`config.mk`:
```
export PLATFORM = sky130hd
export DESIGN_NAME = c3lib_ckg_en_ctrl
export DESIGN_NICKNAME = d
export VERILOG_FILES = /design/src/rtl/c3lib_ckg_en_ctrl.sv
export SDC_FILE = /design/constraint.sdc
export NUM_CORES = 1
export LEC_CHECK = 0
export ABC_AREA = 1
export BUFFER_PORTS_ARGS = -buffer_cell sky130_fd_sc_hd__buf_2
export CAP_MARGIN = 10
export CORE_MARGIN = 2
export CORE_UTILIZATION = 49
export CTS_CLUSTER_SIZE = 28
export DETAILED_ROUTE_END_ITERATION = 10
export PLACE_DENSITY = 0.8
export SYNTH_ARGS = -nofsm -noshare
export SYNTH_HDL_FRONTEND = slang
export SYNTH_SLANG_ARGS = --single-unit
```
`constraint.sdc`:
```
create_clock -name clk -period 1.41 [get_ports clk]
set_clock_uncertainty 0.05 [all_clocks]
set_input_delay 0 -clock clk [delete_from_list [all_inputs] [get_ports clk]]
set_output_delay 0 -clock clk [all_outputs]
set_load 0.02 [all_outputs]
```
`src/rtl/c3lib_ckg_en_ctrl.sv`:
```
// c3lib_ckg_en_ctrl
// Enable controller for a downstream positive-edge clock gater. It keeps the
// gated clock running while the consumer is busy, a wake request is pending or
// debug forces it on. After activity stops it waits through a programmable
// idle hysteresis before gating. Restarting the clock holds clk_en high for
// WAKE_DLY cycles before the clock is treated as running and a wake is
// acknowledged.
//
// Ports
//   clk           free-running source clock (also drives the clock gater)
//   rst           synchronous active-high reset
//   busy          consumer needs its clock
//   wake_req      four-phase wake request from outside the gated domain
//   cfg_force_on  keep the clock running (debug / scan setup)
//   cfg_idle_cnt  extra idle cycles before gating, captured on IDLE entry
//   clk_en        registered enable to the gater
//   wake_ack      four-phase acknowledge, high while the gated clock runs
//   state         FSM state: OFF=0, WAKE=1, ON=2, IDLE=3
module c3lib_ckg_en_ctrl #(
  parameter int IDLE_W   = 8,
  parameter int WAKE_DLY = 2
) (
  input  logic              clk,
  input  logic              rst,
  input  logic              busy,
  input  logic              wake_req,
  input  logic              cfg_force_on,
  input  logic [IDLE_W-1:0] cfg_idle_cnt,
  output logic              clk_en,
  output logic              wake_ack,
  output logic [1:0]        state
);

  typedef enum logic [1:0] {
    ST_OFF  = 2'd0,
    ST_WAKE = 2'd1,
    ST_ON   = 2'd2,
    ST_IDLE = 2'd3
  } state_e;

  state_e            state_q,    state_d;
  logic [IDLE_W-1:0] idle_cnt_q, idle_cnt_d;
  logic [3:0]        wake_cnt_q, wake_cnt_d;
  logic              clk_en_q,   clk_en_d;
  logic              wake_ack_q, wake_ack_d;
  logic              act;

  assign act = busy | wake_req | cfg_force_on;

  always_comb begin
    state_d    = state_q;
    idle_cnt_d = idle_cnt_q;
    wake_cnt_d = wake_cnt_q;
    case (state_q)
      ST_ON: begin
        if (!act) begin
          state_d    = ST_IDLE;
          idle_cnt_d = cfg_idle_cnt;
        end
      end
      ST_IDLE: begin
        // Activity wins over expiry; the counter only moves while nonzero.
        if (act) begin
          state_d = ST_ON;
        end else if (idle_cnt_q == '0) begin
          state_d = ST_OFF;
        end else begin
          idle_cnt_d = idle_cnt_q - IDLE_W'(1);
        end
      end
      ST_OFF: begin
        if (act) begin
          state_d    = ST_WAKE;
          wake_cnt_d = 4'(WAKE_DLY - 1);
        end
      end
      ST_WAKE: begin
        // Activity is ignored here so a wake always completes in WAKE_DLY cycles.
        if (wake_cnt_q == 4'd0) begin
          state_d = ST_ON;
        end else begin
          wake_cnt_d = wake_cnt_q - 4'd1;
        end
      end
      default: state_d = ST_ON;
    endcase

    // The enable is a flop of the next state so it never glitches on a decode.
    clk_en_d = (state_d != ST_OFF);

    wake_ack_d = wake_ack_q;
    if (!wake_req) begin
      wake_ack_d = 1'b0;
    end else if ((state_q == ST_ON) || (state_q == ST_IDLE)) begin
      wake_ack_d = 1'b1;
    end
  end

  // Reset leaves the clock running so the gated domain can reset too.
  always_ff @(posedge clk) begin
    if (rst) begin
      state_q    <= ST_ON;
      idle_cnt_q <= '0;
      wake_cnt_q <= 4'd0;
      clk_en_q   <= 1'b1;
      wake_ack_q <= 1'b0;
    end else begin
      state_q    <= state_d;
      idle_cnt_q <= idle_cnt_d;
      wake_cnt_q <= wake_cnt_d;
      clk_en_q   <= clk_en_d;
      wake_ack_q <= wake_ack_d;
    end
  end

  assign clk_en   = clk_en_q;
  assign wake_ack = wake_ack_q;
  assign state    = state_q;

endmodule

```
* Yosys cells after proc, flatten, opt, wreduce, memory -nomap -nowiden
Index checks and enable logic that the tools add are counted.
** Cells by class
- Add/sub/neg operators :: 2
- Eq/ne operators :: 8
- Multiplexer cells :: 13
- Bitwise operators :: 3
- Reduce and logical (&&, ||, !) cells :: 10
** Operators by type and width (count)
- 8-bit two-way mux :: 3
- 8-bit case mux with 2 select lines :: 1
- 2-bit two-way mux :: 5
- 2-bit inequality test, second input constant :: 5
- 8-bit zero test :: 1
- 4-bit two-way mux :: 2
- 2-bit case mux with 4 select lines :: 1
- 4-bit case mux with 2 select lines :: 1
- 8-bit by 1-bit subtractor with 8-bit output, second input constant :: 1
- 2-bit nonzero test :: 3
- 2-bit == test, second input constant :: 2
- 4-bit zero test :: 1
- 4-bit AND reduction :: 1
- 4-bit by 1-bit subtractor with 4-bit output, second input constant :: 1
- 3-bit AND reduction :: 1
- 2-bit by 1-bit == test with 1-bit output, second input constant :: 1
- 2-bit zero test :: 1
- 1-bit bitwise OR :: 2
- 2-bit OR reduction :: 1
- 1-bit logical OR :: 1
- 1-bit inverter :: 1
** Storage, ports and cells
- Bits in registers :: 16
- Input bits :: 13
- Output and inout port bits :: 4
- Logic and storage cells :: 41

* Logic depth before layout (Yosys ltp)
Gate-level depths: netlist of the first run.
- Word-level depth :: 5
- Depth in mapped cells :: 10
- Mapped depth without buffers :: 10

* Worst setup path after synthesis of the first run
OpenSTA, ideal clock, no wires.
- Path kind :: register to register
- Start point :: register idle_cnt_q[0]
- End point :: register clk_en_q, in the netlist clk_en
- Library setup time :: 0.120 ns
- Arrival time :: 1.226 ns
- Data required time :: 1.240 ns
- Slack :: 0.014 ns
- Stages on the path, launching flop included :: 9
- Buffers on the path :: 0
- Clock period less this slack :: 1.396 ns
- Path through :: dfxtp_1 > inv_1 > ha_1 > nand2_2 > nor2_4 > nand3_4 > o21ai_2 > nand2_1 > or2_1
** On the way
- Word-level cells in the longest chain between the ends :: 5
** Ends and longest elaborated chain
- start: declaration :: line 42 : logic [IDLE_W-1:0] idle_cnt_q, idle_cnt_d;
- start signal: assignment :: line 109 : idle_cnt_q <= idle_cnt_d;
- 8-bit zero test :: line 65 : end else if (idle_cnt_q == '0) begin
- 2-bit two-way mux :: line 65
- 2-bit two-way mux :: line 63 : if (act) begin
- 2-bit case mux with 4 select lines :: line 54 : case (state_q)
- 2-bit nonzero test :: line 89 : clk_en_d = (state_d != ST_OFF);
- end signal: assignment :: line 111 : clk_en_q <= clk_en_d;
- end: declaration :: line 44 : logic clk_en_q, clk_en_d;
Every way passes these cells.
A chain may end at the register's enable or synchronous reset.

* Worst setup path after layout of the first run
Ends and elaborated chain as after synthesis.

==> results.txt, run 1 <==
----------------------------------------------------
[Run status]
  Outcome ... finished with violations
  Violated checks ... setup timing

[Global route]
  GRT Resource Usage Total ... ~20%
  Vias in the first global route ... approximately 900
  GR Overflow Total ... 0
  Wire length of the first global-routing pass ... between 3 and 4 mm
  Pin count of the biggest net entering global routing ... 13
  Initial antenna violation count ... 0

[Synth]
  Post-synthesis register bit count ... 16
  Area fraction of the dominant cell type after synthesis ... just over 30%
  Unique cell type count in the Yosys netlist ... 27
  Nets in the synthesized netlist ... around 170
  Portion of the post-synthesis area used by sequential elements ... a little under a third
  Post-Syn Area ... a little over 1000 µm²
  Avg Cell Area, Syn ... between 6 and 7 µm²
  Synth warn ... 0
  Post-Syn Instances ... 150
  Dominant cell type by area after synthesis ... sky130_fd_sc_hd__dfxtp_1
  Largest cells by area after synthesis ... sky130_fd_sc_hd__dfxtp_1, sky130_fd_sc_hd__nand2_1, sky130_fd_sc_hd__nor2_1, sky130_fd_sc_hd__inv_1, sky130_fd_sc_hd__nand3_1

[Timing]
  Worst Setup Slack, final ... -0.003315 ns
  Ratio of final minimum period to clock period ... 100.2%
  Worst-case headroom to the max-slew limit ... 82.44%
  Number of setup violations in the final report ... 1
  Slew at the pin with the worst max-slew slack ... 0.2634 ns
  Minimum clock period ... 1.413 ns
  Max-slew violation total from the final report ... 0
  Maximum operating frequency ... ~0.71 GHz
  Unrepaired setup endpoints after global routing ... yes
  Fin. Hold Viols ... 0
  Worst Hold Slack ... about 0.0023 ns

[Finish]
  Diode count ... 0
  Layout-stage area growth over the synthesis result ... 21.44%
  Number of nets in the final layout ... about 190
  Layout cell share with drive strength beyond 1 ... a little over a third

[Placement]
  Detailed placer's ending HPWL ... 1.593 mm
  I/O Buffers ... 16
  Final weighted congestion in routability-driven placement ... between 0.8 and 0.9

[Worst hold path]
  Hold path startpoint ... cfg_idle_cnt[2]
  Type of the most critical hold path ... in2reg
  Hold path depth ... 5

[Critical path]
  Reg-to-reg slack, setup ... -0.003 ns
  Required time of the critical path ... 1.55 ns
  Critical register-to-register path startpoint ... idle_cnt_q[0]
  Highest net fanout along the worst path ... 3
  Number of cell instances on the worst register-to-register path ... 8
  Data arrival, critical path ... 1.55 ns
  Critical Path Source Type ... flip-flop
  Crit end category ... flip-flop
  CP Class ... reg2reg
  Worst setup path startpoint ... idle_cnt_q[0]

[Detailed routing]
  Total wirelength of the detailed-routed design ... between 2 and 2.5 mm
  Via-to-Cell Ratio ... a little under 5
  Number of detailed-route iterations in the first pass ... 4
  Initial detailed-routing violation count ... 17
  ANT nets after route ... 0
  Drt wl/cell ... 11.38 µm
  Residual DRC ... 0
  Via count ... just under 1000

[CTS]
  Number of clock sinks ... 16
  Clock insertion delay at the later pin of the skew report ... roughly 0.29 ns
  CTS tree ... yes
  CTS root buf ... sky130_fd_sc_hd__clkbuf_4
  Max Root-Sink Buffers ... 2
  Clock Pin Slew Worst Setup and Hold Paths ... 0.09 ns
  CTS HTree Levels ... 1
  Number of buffers created by CTS ... 3

[Die]
  Die outline height ... between 40 and 50 µm
  DIE AREA ... ~2500 µm²
  Cell Rows ... 16
  IO Count ... 17
  Initial standard-cell utilization of the core ... a little over half
  Core box area ... around 2000 µm²
  Die Width ... 49.79 µm

[Job]
  Max-capacitance violation count ... 0

[Power]
  Final total power ... around 0.95 mW
  Power density of the placed cells ... between 700 and 800 nW/µm²
  VDD IR max ... 0.5187 mV
  Leakage component of the power ... ~0.57 nW

----------------------------------------------------
## cells by family after synthesis
group                      Yosys count  share of synthesized area, %
and+or+nand+nor                     80                         39.59
xor gates and xnor gates             2                         1.706
buffers and inverters               25                         10.96
AOI/OAI and AO/OA                   24                         12.91
adders and majority gates            3                         3.654
DFF                                 16                         31.18
## Yosys cell counts
library cell               number
sky130_fd_sc_hd__o21ai_0        7
sky130_fd_sc_hd__inv_1         16
sky130_fd_sc_hd__nor2_4         3
sky130_fd_sc_hd__nand2_4        2
sky130_fd_sc_hd__xor2_1         1
sky130_fd_sc_hd__nor2_1        22
sky130_fd_sc_hd__nand3_4        1
sky130_fd_sc_hd__a21oi_2        2
sky130_fd_sc_hd__buf_6          1
sky130_fd_sc_hd__ha_1           3
sky130_fd_sc_hd__nor2_8         1
sky130_fd_sc_hd__o21ai_1        4
sky130_fd_sc_hd__o21ai_2        1
sky130_fd_sc_hd__nor2_2         1
sky130_fd_sc_hd__or2_1          1
sky130_fd_sc_hd__nand2_2        5
sky130_fd_sc_hd__clkbuf_1       1
sky130_fd_sc_hd__xnor2_1        1
sky130_fd_sc_hd__dfxtp_1       16
sky130_fd_sc_hd__nand2_1       31
sky130_fd_sc_hd__buf_8          1
sky130_fd_sc_hd__a21oi_1        9
sky130_fd_sc_hd__nand3_1       11
sky130_fd_sc_hd__a31oi_1        1
sky130_fd_sc_hd__nor3_1         1
sky130_fd_sc_hd__inv_2          6
sky130_fd_sc_hd__nand3_2        1
## worst max-delay path: stages (launching register included)
cell                      delay, ns
sky130_fd_sc_hd__dfxtp_2       0.33
sky130_fd_sc_hd__inv_2         0.07
sky130_fd_sc_hd__ha_4          0.16
sky130_fd_sc_hd__nand2_4       0.06
sky130_fd_sc_hd__nor2_4        0.13
sky130_fd_sc_hd__nand3_4       0.11
sky130_fd_sc_hd__o21ai_2       0.12
sky130_fd_sc_hd__nand2_1       0.07
sky130_fd_sc_hd__or2_1         0.20
## power breakdown
group / switching (mW) / internal, mW
Sequential: 0.0143 / 0.466
Clock: 0.149 / 0.0995
Combinational: 0.128 / 0.0955
## layer usage
metal  global-route usage [%]  vias to the layer above  part of all wire, %
met1                    24.20                      450                   43
met3                    5.455                        2                  4.2
met2                    35.56                       20                   52
met5                        0                        -                    0
met4                    2.778                        0                 0.22
li1                         -                      521                    -
## cells in the final DEF (no fill, tap or decap), types with 2 or more instances in the layout
| cell | Yosys | layout |
|---|---|---|
| sky130_fd_sc_hd__nor2_2 | 1 | 2 |
| sky130_fd_sc_hd__a21oi_2 | 2 | 2 |
| sky130_fd_sc_hd__inv_1 | 16 | 12 |
| sky130_fd_sc_hd__buf_4 | 0 | 4 |
| sky130_fd_sc_hd__dfxtp_1 | 16 | 12 |
| sky130_fd_sc_hd__clkbuf_4 | 0 | 3 |
| sky130_fd_sc_hd__nor2_1 | 22 | 21 |
| sky130_fd_sc_hd__dlygate4sd3_1 | 0 | 3 |
| sky130_fd_sc_hd__inv_2 | 6 | 10 |
| sky130_fd_sc_hd__buf_2 | 0 | 16 |
| sky130_fd_sc_hd__o21ai_1 | 4 | 4 |
| sky130_fd_sc_hd__nand3_2 | 1 | 4 |
| sky130_fd_sc_hd__a21oi_1 | 9 | 9 |
| sky130_fd_sc_hd__nand3_1 | 11 | 8 |
| sky130_fd_sc_hd__nand2_2 | 5 | 5 |
| sky130_fd_sc_hd__nand2_4 | 2 | 3 |
| sky130_fd_sc_hd__dfxtp_2 | 0 | 4 |
| sky130_fd_sc_hd__ha_1 | 3 | 2 |
| sky130_fd_sc_hd__nor2_4 | 3 | 3 |
| sky130_fd_sc_hd__nand2_1 | 31 | 30 |
| sky130_fd_sc_hd__o21ai_0 | 7 | 7 |
## state kept, by name, indices dropped and copies added, names as in the netlist
signal      cells
wake_cnt_q      4
idle_cnt_q      8
clk_en          1
wake_ack        1
state           2
## path summary, 6_finish.rpt
kind / end
setup / recovery: clk_en
hold / removal: idle_cnt_q[2]
setup reg to reg: clk_en
hold reg to reg: wake_ack
## final cells by class
class                           instances  area [µm²]
Fill cell                             190       714.4
Sequential cell                        16       325.3
Timing Repair Buffer                   24       151.4
Inverter                               22       82.58
Tap cell                               27       33.78
Multi-Input combinational cell        109       631.9
Clock buffer                            3       22.52
## metrics by stage
stage / std cells / setup WS (ns) / utilization [%] / setup TNS (ns) / instance area, µm²
after global placement: 193 / 0.0007363 / 57.78 / 0 / 1134
after floorplan: 150 / 0.01367 / - / 0 / 1027
after global routing: 201 / -0.08598 / 63.58 / -0.4366 / 1247
after detailed placement: 193 / -0.04889 / 57.78 / -0.1691 / 1134
after CTS: 199 / 0.009457 / 61.10 / 0 / 1199
final: 201 / -0.003315 / 63.58 / -0.003315 / 1247
## timing repair
action                                 CTS  global route
hold buffers                             3             0
pin swaps                                0             3
setup endpoints to repair                8            13
endpoints found under the hold margin    5             0
setup buffers                            0             2
resized for setup                        4            13
Power figures use the tool's default switching activity.
==> inputs of run 2 (changes only) <==
--- a/config.mk
+++ b/config.mk
@@ -5,14 +5,14 @@
 export SDC_FILE = /design/constraint.sdc
 export NUM_CORES = 1
 export LEC_CHECK = 0
-export ABC_AREA = 1
+export ABC_AREA = 0
 export BUFFER_PORTS_ARGS = -buffer_cell sky130_fd_sc_hd__buf_2
 export CAP_MARGIN = 10
 export CORE_MARGIN = 2
-export CORE_UTILIZATION = 49
+export CORE_UTILIZATION = 48
 export CTS_CLUSTER_SIZE = 28
 export DETAILED_ROUTE_END_ITERATION = 10
-export PLACE_DENSITY = 0.8
+export PLACE_DENSITY = 0.79
 export SYNTH_ARGS = -nofsm -noshare
 export SYNTH_HDL_FRONTEND = slang
 export SYNTH_SLANG_ARGS = --single-unit
==> constraint.sdc (replaced) <==
create_clock -name clk -period 1.3 [get_ports clk]
set_clock_uncertainty 0.05 [all_clocks]
set_input_delay 0 -clock clk [delete_from_list [all_inputs] [get_ports clk]]
set_output_delay 0 -clock clk [all_outputs]
set_load 0.02 [all_outputs]
==> run 2 against run 1 <==
Compared with the run above: the run still ends with setup timing left; non-clock buffer count increased by 31; worst setup slack got worse by 0.40 ns; first-iteration DRC count increased to 7.0 times the previous value; synthesized area decreased by 9.0%; count of clock-buffer cells in the layout increased by 1; die area decreased by 6.6%; final cell count decreased by 2.5%; critical path depth decreased by 1; clock power increased by 44%; flip-flop and latch count unchanged; sequential share of layout area decreased by 5.0 points; critical path type unchanged; largest cell class unchanged.
==> results.txt, run 2 <==
----------------------------------------------------
[Critical path]
  Series of cell instances along the critical path ... inv_2 > ha_4 > nor4b_4 > buf_4 > a31o_4 > a211oi_2 > a211oi_1
  CP Class ... reg2reg
  Required time of the critical path ... 1.46 ns (-0.09 ns)
  Crit end category ... flip-flop
  Critical Path Source Type ... flip-flop
  Critical register-to-register path startpoint ... idle_cnt_q[0]
  Highest net fanout along the worst path ... 6 (+3)
  Critical Path Slowest Stage Cell ... sky130_fd_sc_hd__dfxtp_2
  Slowest Stage Delay on Critical Path ... 0.34 ns (about the same)
  Worst setup path startpoint ... idle_cnt_q[0]
  Reg-to-reg slack, setup ... -0.40 ns (-0.40 ns)
  Number of cell instances on the worst register-to-register path ... 7 (-1)
  Capturing point of the worst reg2reg path ... idle_cnt_q[1]
  Data arrival, critical path ... 1.86 ns (+0.31 ns)

[Global route]
  GR Overflow Total ... 0 (unchanged)
  Pin count of the biggest net entering global routing ... 16 (+3)
  Vias in the first global route ... 1102 (+21%)
  Wire length of the first global-routing pass ... 5.326 mm (+38%)
  GRT Resource Usage Total ... 34.45% (+15 points)
  Initial antenna violation count ... 0 (unchanged)

[Power]
  Final total power ... 1.172 mW (+23%)
  Internal power ... 0.8180 mW (+24%)
  Power share of the clock group ... 30.5% (+4.4 points)
  Power density of the placed cells ... 748.1 nW/µm² (-2.0%)
  Part of the total power dissipated in combinational logic ... 25.6% (+2.2 points)
  Switching pwr ... 0.3540 mW (+22%)
  VDD IR max ... 0.6042 mV (+16%)
  Share of total power in sequential cells ... 43.9% (-6.6 points)
  Switching fraction of total power ... 30.20% (-0.32 points)
  Leakage component of the power ... 0.6463 nW (+13%)

[Timing]
  Maximum operating frequency ... 0.5875 GHz (-17%)
  Fin. Hold Viols ... 0 (unchanged)
  Slew at the pin with the worst max-slew slack ... 0.4034 ns (+0.1401 ns)
  Minimum clock period ... 1.702 ns (+0.2889 ns)
  Worst-case headroom to the max-slew limit ... 73.01% (-9.4 points)
  Ratio of final minimum period to clock period ... 130.9% (+31 points)
  Worst Hold Slack ... 0.01504 ns (+0.01271 ns)
  Unrepaired setup endpoints after global routing ... yes
  Worst Setup Slack, final ... -0.4022 ns (-0.3989 ns)
  Number of setup violations in the final report ... 15 (+14)
  Max-slew violation total from the final report ... 0 (unchanged)

[Placement]
  Pre-CTS setup slack ... -0.3837 ns (-0.3349 ns)
  Placed cell count ... 179 (-7.3%)
  I/O Buffers ... 16 (unchanged)
  Final weighted congestion in routability-driven placement ... 0.8189 (-3.6%)
  Detailed placer's ending HPWL ... 1.846 mm (+16%)

[Synth]
  Post-Syn Instances ... 116 (-23%)
  Post-Syn Area ... 934.6 µm² (-9.0%)
  Dominant combinational cell family by area after synthesis ... simple AND/OR/NAND/NOR gates
  Mux share of post-synthesis cell area ... 2.410% (+2.4 points)
  Dominant cell type by area after synthesis ... sky130_fd_sc_hd__dfxtp_1
  Top cell types by occurrence after synthesis ... sky130_fd_sc_hd__dfxtp_1, sky130_fd_sc_hd__nor2_1, sky130_fd_sc_hd__a21oi_1
  Nets in the synthesized netlist ... 132 (-20%)
  Portion of the post-synthesis area used by sequential elements ... 34.27% (+3.1 points)
  Area fraction of the dominant cell type after synthesis ... 34.27% (+3.1 points)
  Fraction of synthesized cell area in xor and xnor cells ... 1.874% (+0.17 points)
  Count leader, synth ... sky130_fd_sc_hd__dfxtp_1
  Post-synthesis simple-gate area fraction ... 28.92% (-11 points)
  Number of flops mapped to enable cells by yosys ... 0 (unchanged)
  Proportion of synthesized flip-flops having asynchronous set or reset ... 0% (unchanged)
  Unique cell type count in the Yosys netlist ... 35 (+30%)
  Synth Area in Compound Gates ... 23.29% (+10 points)
  Synth warn ... 0 (unchanged)
  Post-synthesis register bit count ... 16 (unchanged)
  Main flop type after synthesis ... sky130_fd_sc_hd__dfxtp_1
  Largest cells by area after synthesis ... sky130_fd_sc_hd__dfxtp_1, sky130_fd_sc_hd__a21oi_1, sky130_fd_sc_hd__nor2_1, sky130_fd_sc_hd__ha_1, sky130_fd_sc_hd__o21ai_1
  Arithmetic-cell share of the synthesized area counting full adders, half adders and majority gates ... 4.016% (+0.36 points)
  Avg Cell Area, Syn ... 8.057 µm² (+18%)

[Finish]
  Final design utilization ... 87.86% (+24 points)
  Register ranked first by flip-flop count ... idle_cnt_q
  Number of non-filler instances in the completed layout ... 196 (-2.5%)
  Max reg flops ... 8 (unchanged)
  Layout-stage area growth over the synthesis result ... 67.60%
  Number of nets in the final layout ... 188 (-2.1%)
  Diode count ... 0 (unchanged)
  Layout cell share with drive strength beyond 1 ... 58.48% (+23 points)
  Commonest cells after routing, fill and taps aside ... sky130_fd_sc_hd__buf_4, sky130_fd_sc_hd__buf_2, sky130_fd_sc_hd__nor2_1
  Leading cell type in the layout, fill and taps excluded ... sky130_fd_sc_hd__buf_4

[Detailed routing]
  Number of detailed-route iterations in the first pass ... 5 (+1)
  Total wirelength of the detailed-routed design ... 4.274 mm (+87%)
  Via-to-Cell Ratio ... 6.607 (+34%)
  Via count ... 1295 (+30%)
  Residual DRC ... 0 (unchanged)
  ANT nets after route ... 0 (unchanged)
  Drt wl/cell ... 21.81 µm (+92%)
  Initial detailed-routing violation count ... 119 (+102)

[Die]
  Initial standard-cell utilization of the core ... 52.42% (+0.061 points)
  DIE AREA ... 2316 µm² (-6.6%)
  Die Width ... 48.13 µm (-3.3%)
  Core box area ... 1783 µm² (-9.1%)
  IO Count ... 17 (unchanged)
  Die outline height ... 48.13 µm (-3.3%)
  Cell Rows ... 15 (-1)

[CTS]
  CTS HTree Levels ... 1 (unchanged)
  Clock Pin Slew Worst Setup and Hold Paths ... 0.11 ns (+0.02 ns)
  CTS root buf ... sky130_fd_sc_hd__clkbuf_4
  CTS tree ... yes
  Max Root-Sink Buffers ... 2 (unchanged)
  Number of clock sinks ... 16 (unchanged)
  Number of buffers created by CTS ... 3 (unchanged)
  Clock insertion delay at the later pin of the skew report ... 0.30 ns (about the same)

[Worst hold path]
  Hold path startpoint ... cfg_idle_cnt[7]
  Type of the most critical hold path ... in2reg
  Hold path depth ... 4 (-1)
  End point of the worst hold path ... idle_cnt_q[7]

[Run status]
  Violated checks ... setup timing
  Outcome ... finished with violations

[Job]
  Max-capacitance violation count ... 0 (unchanged)

----------------------------------------------------
-- run 2: cell types whose count changed in the layout (fill, tap and decap cells not counted), sizes merged, moves of 11 or more --
cell,delta
inv,-16
nand3,-11
buf,+33
nand2,-33
nor2,-12
-- run 2: worst max-delay path by stage --
stage	cells past startpoint	end	slack, ns
floorplan	5	idle_cnt_q[7]	-0.26
CTS	7	idle_cnt_q[0]	-0.23
finish	7	idle_cnt_q[1]	-0.40
detailed placement	6	idle_cnt_q[1]	-0.38
global placement	6	idle_cnt_q[1]	-0.31
global route	7	idle_cnt_q[4]	-0.43
-- run 2: metrics by stage --
step | instance area [µm²] | TNS, ns
after floorplan | 998.5 | -2.436
final | 1567 | -4.333
after CTS | 1461 | -2.200
after global placement | 1286 | -2.693
after global routing | 1567 | -5.046
after detailed placement | 1286 | -3.423
-- run 2: cell families after synthesis --
logic type,count (synthesis)
and+or+nand+nor,46
AOI/OAI and AO/OA,36
DFF,16
buffers and inverters,11
adders and majority gates,3
xor gates and xnor gates,2
muxes,2
-- run 2: power groups by stage --
stage                     clock network [mW]  registers (mW)  logic (mW)
final                                  0.357           0.515       0.300
after global routing                   0.374           0.516       0.311
after CTS                              0.339           0.513       0.244
after detailed placement                   0           0.524       0.203
after global placement                     0           0.523       0.197
after floorplan                            0           0.527      0.0992
-- run 2: layer usage --
layer  vias to the layer above  global-route usage [%]  share of wire, %
li1                        536                       -                 -
met1                       590                   40.27                36
met2                       125                   58.93                46
met3                        44                   8.889                11
met4                         0                   15.68               7.5
met5                         -                       0                 0
-- run 2: layout make-up --
cell class	count	area (µm²)
multi-input cells	90	755.7
repair buffers	55	390.4
flip-flops and latches	16	330.3
fillers	74	216.5
clock buffers	4	36.28
well taps	25	31.28
inverters	6	22.52
-- run 2: timing repair --
item	in CTS	in global routing
hold buffers	1	0
hold endpoints to repair	1	0
buffers inserted	7	5
setup endpoints to repair	14	15
resized for setup	16	18
gates cloned	1	0
pin swaps	14	12
-- run 2: critical path, delay by kind of cell (launching register included) --
family          cells  cell delay [ns]
flops               1             0.34
compound gates      3             0.47
fa+ha+maj           1             0.13
simple gates        1             0.31
buf+inv             2             0.30
